File: config.mk
export PLATFORM = sky130hd
export DESIGN_NAME = alu_rr_sequencer
export DESIGN_NICKNAME = d
export VERILOG_FILES = /design/src/rtl/alu_seq_pkg.sv /design/src/rtl/alu_rr_sequencer_rr_arb2.sv /design/src/rtl/alu_rr_sequencer.sv
export SDC_FILE = /design/constraint.sdc
export NUM_CORES = 1
export LEC_CHECK = 0
export CAP_MARGIN = 15
export CORE_UTILIZATION = 36
export CTS_CLUSTER_SIZE = 28
export DETAILED_ROUTE_END_ITERATION = 6
export PLACE_DENSITY = 0.8
export SLEW_MARGIN = 30
export SYNTH_ARGS = -nofsm -noshare
export SYNTH_HDL_FRONTEND = slang
export SYNTH_HIERARCHICAL = 1
export SYNTH_SLANG_ARGS = --single-unit
File: constraint.sdc
create_clock -name clk -period 3.4 [get_ports clk]
set_input_delay 1.02 -clock clk [delete_from_list [all_inputs] [get_ports clk]]
set_output_delay 1.02 -clock clk [all_outputs]
set_load 0.005 [all_outputs]
File: src/rtl/alu_seq_pkg.sv
`default_nettype none
// ============================================================================
//  Module   : alu_seq_pkg
//  Brief    : Instruction layout, flag positions and field decode for the
//             shared-ALU sequencer.
//  Revision : 1.0 - initial release
// ============================================================================
package alu_seq_pkg;

    localparam int OPC_W   = 4;
    localparam int DATA_W  = 8;
    localparam int INSTR_W = 20;

    localparam int OPC_MSB = 19;
    localparam int OPC_LSB = 16;
    localparam int A_MSB   = 15;
    localparam int A_LSB   = 8;
    localparam int B_MSB   = 7;
    localparam int B_LSB   = 0;

    localparam int FLG_C = 3;
    localparam int FLG_V = 2;
    localparam int FLG_N = 1;
    localparam int FLG_Z = 0;

    typedef struct packed {
        logic [OPC_W-1:0]  opc;
        logic [DATA_W-1:0] a;
        logic [DATA_W-1:0] b;
    } instrFields_t;

    function automatic instrFields_t decodeInstr(input logic [INSTR_W-1:0] instr);
        instrFields_t f;
        f.opc = instr[OPC_MSB:OPC_LSB];
        f.a   = instr[A_MSB:A_LSB];
        f.b   = instr[B_MSB:B_LSB];
        return f;
    endfunction

endpackage : alu_seq_pkg
`default_nettype wire

File: src/rtl/alu_rr_sequencer_rr_arb2.sv
`default_nettype none
// ============================================================================
//  Module   : rr_arb2
//  Brief    : Two-way round-robin arbiter; on contention the requester that
//             did not win last time is granted.
//  Revision : 1.0 - initial release
// ============================================================================
module rr_arb2 (
    input  logic [1:0] req,
    input  logic       en,
    input  logic       last_grant,
    output logic [1:0] gnt,
    output logic       gnt_id
);

    always_comb begin
        gnt    = 2'b00;
        gnt_id = 1'b0;
        if (en) begin
            unique case (req)
                2'b01:   begin gnt = 2'b01; gnt_id = 1'b0; end
                2'b10:   begin gnt = 2'b10; gnt_id = 1'b1; end
                2'b11:   begin
                    gnt_id = ~last_grant;
                    gnt    = last_grant ? 2'b01 : 2'b10;
                end
                default: begin gnt = 2'b00; gnt_id = 1'b0; end
            endcase
        end
    end

endmodule : rr_arb2
`default_nettype wire

File: src/rtl/alu_rr_sequencer.sv
`default_nettype none
// ============================================================================
//  Module   : alu_rr_sequencer
//  Brief    : Round-robin shares one combinational ALU between two requesters
//             and returns registered results over a valid/ready channel.
//  Revision : 1.0 - initial release
// ============================================================================
module alu_rr_sequencer
    import alu_seq_pkg::*;
#(
    parameter int CNT_W = 16,
    parameter int OPC_W = 4
) (
    input  logic               clk,
    input  logic               rst_n,
    input  logic               req0_valid,
    output logic               req0_ready,
    input  logic [19:0]        req0_instr,
    input  logic               req1_valid,
    output logic               req1_ready,
    input  logic [19:0]        req1_instr,
    output logic [OPC_W-1:0]   alu_sel,
    output logic [7:0]         alu_a,
    output logic [7:0]         alu_b,
    input  logic [7:0]         alu_y,
    input  logic               alu_c,
    input  logic               alu_v,
    input  logic               alu_n,
    input  logic               alu_z,
    output logic               rsp_valid,
    input  logic               rsp_ready,
    output logic               rsp_id,
    output logic [7:0]         rsp_y,
    output logic [3:0]         rsp_flags,
    output logic [CNT_W-1:0]   op_count
);

    logic               r_rspValid;
    logic               r_rspId;
    logic [DATA_W-1:0]  r_rspY;
    logic [3:0]         r_rspFlags;
    logic [CNT_W-1:0]   r_opCount;
    logic               r_lastGrant;

    logic               w_canIssue;
    logic [1:0]         w_gnt;
    logic               w_gntId;
    logic               w_accept;
    logic               w_drain;
    instrFields_t       w_fld;

    // Gating with rst_n keeps the ALU quiet and blocks any accept on a reset edge.
    assign w_canIssue = rst_n & (~r_rspValid | rsp_ready);

    rr_arb2 u_arb (
        .req        ({req1_valid, req0_valid}),
        .en         (w_canIssue),
        .last_grant (r_lastGrant),
        .gnt        (w_gnt),
        .gnt_id     (w_gntId)
    );

    assign req0_ready = w_gnt[0];
    assign req1_ready = w_gnt[1];
    assign w_accept   = (req0_valid & req0_ready) | (req1_valid & req1_ready);
    assign w_drain    = r_rspValid & rsp_ready;

    always_comb begin
        w_fld = '0;
        if (w_accept) begin
            w_fld = decodeInstr(w_gntId ? req1_instr : req0_instr);
        end
    end

    assign alu_sel = OPC_W'(w_fld.opc);
    assign alu_a   = w_fld.a;
    assign alu_b   = w_fld.b;

    always_ff @(posedge clk) begin
        if (!rst_n) begin
            r_rspValid  <= 1'b0;
            r_rspId     <= 1'b0;
            r_rspY      <= '0;
            r_rspFlags  <= '0;
            r_opCount   <= '0;
            r_lastGrant <= 1'b1;
        end else begin
            if (w_accept) begin
                r_rspValid         <= 1'b1;
                r_rspId            <= w_gntId;
                r_rspY             <= alu_y;
                r_rspFlags[FLG_C]  <= alu_c;
                r_rspFlags[FLG_V]  <= alu_v;
                r_rspFlags[FLG_N]  <= alu_n;
                r_rspFlags[FLG_Z]  <= alu_z;
                r_lastGrant        <= w_gntId;
            end else if (w_drain) begin
                r_rspValid <= 1'b0;
            end

            if (w_drain && !(&r_opCount)) begin
                r_opCount <= r_opCount + CNT_W'(1);
            end
        end
    end

    assign rsp_valid = r_rspValid;
    assign rsp_id    = r_rspId;
    assign rsp_y     = r_rspY;
    assign rsp_flags = r_rspFlags;
    assign op_count  = r_opCount;

endmodule : alu_rr_sequencer
`default_nettype wire
==> results_dict.tcl <==
set metrics [dict create \
    outcome "finished with violations" \
    violations "setup timing" \
    grt_pass1_wl_um 9900 \
    layout-drive-gt1-share_pct 22.3 \
    grt_max_degree 29 \
    vias 2215 \
    syn-cell-area_mm2 0.00169 \
    drt_iter0_drc 211 \
    fp.dieH_um 70.4 \
    postSynthAreaPerCell_um2 7.84 \
    fin_ws_ps -18.1 \
    cts_buffers 5 \
    final_area_mm2 0.00320 \
    first_global_vias 2142 \
    ys_ff_latch 31 \
    synth_cells 215 \
    drv_cap 0 \
    antenna_found_initial 0 \
    crit_type "in2out" \
    clock_latency_ps 290 \
    h-tree-depth 2 \
    end_kind "output pin" \
    wl_um 6310 \
    nNetsFinal 406 \
    period_needed_ps 3420 \
    core_mm2 0.00441 \
    io_buffers 108 \
    clkSinkCount 31 \
    peakVddDrop_v 0.000174 \
    hold_class "reg2reg" \
    hold_viol_final 0 \
    slowest_stage "a21oi_4" \
    ios 109 \
    ant_nets 0 \
    cpMostUsedCell "buf_6" \
    rows 24 \
    finalSetupViolations 2 \
    gp_congestion 0.789 \
    clk_pin_slew_ps 70 \
    path_buf_inv 6 \
    grtUsageTotal_pct 25.4 \
    synth_fp_nets 273 \
    finClkSkew_ps 5.21 \
    rsz0062_at_grt "true" \
    path_max_fanout 5 \
    dieArea_mm2 0.00496 \
    worstPathCellList "buf_8, nand2b_4, and2_4, nand2_4, a21oi_4, buf_6, buf_12, buf_16, buf_6, mux2i_1, nor2_1, buf_2" \
    crit_required_ps 2380 \
    critPathArrivalTime_ps 2400 \
    diodes 0 \
    max_freq_mhz 293 \
    cts_tree "yes" \
    synth_cell_types 34 \
    power.total_mw 0.902 \
    max_stage_delay_ps 180 \
    grt_overflow 0 \
    final_max_slew_viol_count 0 \
    start_util_pct 38.2 \
    clock_path_buffers 2 \
    die_w_um 70.4 \
    yosysSeqAreaShare_pct 36.8 \
    tns_ps -21.7 \
    cp-start-kind "primary input" \
    worst_slew_pin_slew_ps 825 \
    firstDrtPassIters 4 \
    area_growth_pct 89.8 \
    path_delay_family "buffers and inverters" \
    wire_per_inst_um 15.7 \
    synth-warning-count 6 \
    place_hpwl_um 4150 \
    powerDensity_mw_per_mm2 282 \
    relSlewSlack_pct 44.6 \
    cts-root-buf "clkbuf_8" \
    postPlaceCellArea_mm2 0.00290 \
    period_share_pct 101 \
    fill_cells 335 \
    routed_via_density 5.52 \
    drc 0 \
    p_leak_nw 1.21 \
]
-- synthesized netlist by cell type --
master / count / area (um2)
nor3_1: 3 / 15.0
o31a_1: 1 / 8.76
nand4_1: 6 / 37.5
or3_1: 3 / 18.8
and4_1: 1 / 8.76
clkbuf_1: 8 / 30.0
ha_1: 1 / 12.5
nand3_1: 6 / 30.0
o211ai_1: 1 / 7.51
nor2_1: 22 / 82.6
o311ai_0: 1 / 8.76
nor4_1: 3 / 18.8
buf_2: 1 / 5.00
or2_2: 1 / 6.26
nor4_4: 1 / 21.3
o21a_1: 1 / 7.51
a22o_1: 1 / 8.76
o41ai_1: 1 / 8.76
inv_2: 1 / 3.75
nand2_1: 37 / 139
a22oi_1: 1 / 7.51
buf_1: 3 / 11.3
nand2b_1: 3 / 18.8
or4_4: 1 / 11.3
a21oi_1: 28 / 140
or3_2: 1 / 7.51
or4_1: 8 / 60.1
o21ai_0: 5 / 25.0
o31ai_1: 6 / 45.0
o211a_1: 1 / 10.0
and2_1: 2 / 12.5
mux2i_1: 23 / 230
dfxtp_1: 31 / 621
inv_1: 2 / 7.51
-- cell usage in the layout, fill, tap and decap left out, types with 2 or more instances in the layout --
cell / count
or3_1: 3
buf_2: 13
nand2b_1: 2
clkbuf_2: 8
dfxtp_1: 31
nand4_1: 6
clkdlybuf4s15_1: 2
buf_16: 2
clkinv_2: 3
a21oi_4: 2
inv_1: 2
mux2i_2: 4
buf_12: 4
a21oi_1: 25
nand2_4: 2
clkdlybuf4s50_1: 84
clkbuf_8: 5
nand2_1: 35
nor2_1: 21
nor3_1: 3
mux2i_1: 19
nor4_1: 3
buf_6: 11
o31ai_1: 6
or4_1: 8
o21ai_0: 5
nand3_1: 6
buf_4: 13
-- logic make-up (layout without fill, tap and decap cells) --
family	after synthesis	count (layout)	synth area share, %
buffers and inverters	15	149	3.41
and+or+nand+nor	98	98	28.9
muxes	23	23	13.6
AOI/OAI and AO/OA	47	47	16.5
DFF	31	31	36.8
adders and majority gates	1	1	0.742
-- worst register-to-register path, stage by stage (launching register included) --
cell     delay [ps]
dfxtp_1         420
ha_1            200
nand3_1         290
nor4_4          850
o21ai_0         200
a21oi_1         200
-- power breakdown --
part	total (mW)	switching, mW	internal, mW
logic	0.233	0.0865	0.147
clock network	0.288	0.148	0.140
registers	0.380	0.00757	0.373
total	0.902	0.242	0.660
-- routing by layer --
| layer | up-vias | GRT usage [%] | share of wire (%) |
|---|---|---|---|
| met2 | 109 | 48.0 | 55 |
| li1 | 1045 | - | - |
| met3 | 17 | 6.06 | 6.3 |
| met5 | - | 0 | 0 |
| met4 | 0 | 8.00 | 2.1 |
| met1 | 1044 | 27.4 | 37 |
-- layout make-up --
type	count	area (um2)	share of cell area (%)
inverters	3	11.3	0.352
flip-flops and latches	31	621	19.4
well taps	52	65.1	2.03
clock inverters	3	15.0	0.469
repair buffers	138	1340	41.8
multi-input cells	169	1080	33.8
clock buffers	5	68.8	2.15
-- path summary, 6_finish.rpt --
path	from	endpoint	slack, ps	cells after the start
worst max-delay path	rsp_ready	alu_sel[1]	-20	12
worst min-delay path	rsp_y[3]$_SDFFE_PN0P_	rsp_y[3]$_SDFFE_PN0P_	460	2
worst max register to register	op_count[1]$_SDFFE_PN0P_	op_count[1]$_SDFFE_PN0P_	1160	5
worst min register to register	rsp_y[3]$_SDFFE_PN0P_	rsp_y[3]$_SDFFE_PN0P_	460	2
-- per-stage QoR --
stage	instances	hold slack, ps	setup WS [ps]	utilization (%)
floorplan	215	448	72.2	-
CTS	400	456	1.13	73.1
finish	401	461	-18.1	72.5
global route	401	476	-73.9	72.5
global placement	375	438	-614	65.6
detailed placement	375	448	-665	65.6
-- flip-flops by register name, indices dropped and copies added (netlist names) --
signal,count
rsp_id,1
op_count,16
rsp_y,8
rsp_valid,1
rsp_flags,4
r_lastGrant,1
-- what timing repair did --
item,CTS,global route
buffers inserted,14,2
gates cloned,3,0
hold buffers,0,0
pin swaps,6,7
setup endpoints to repair,22,21
gates resized for setup,92,23
Power figures use the tool's default switching activity.
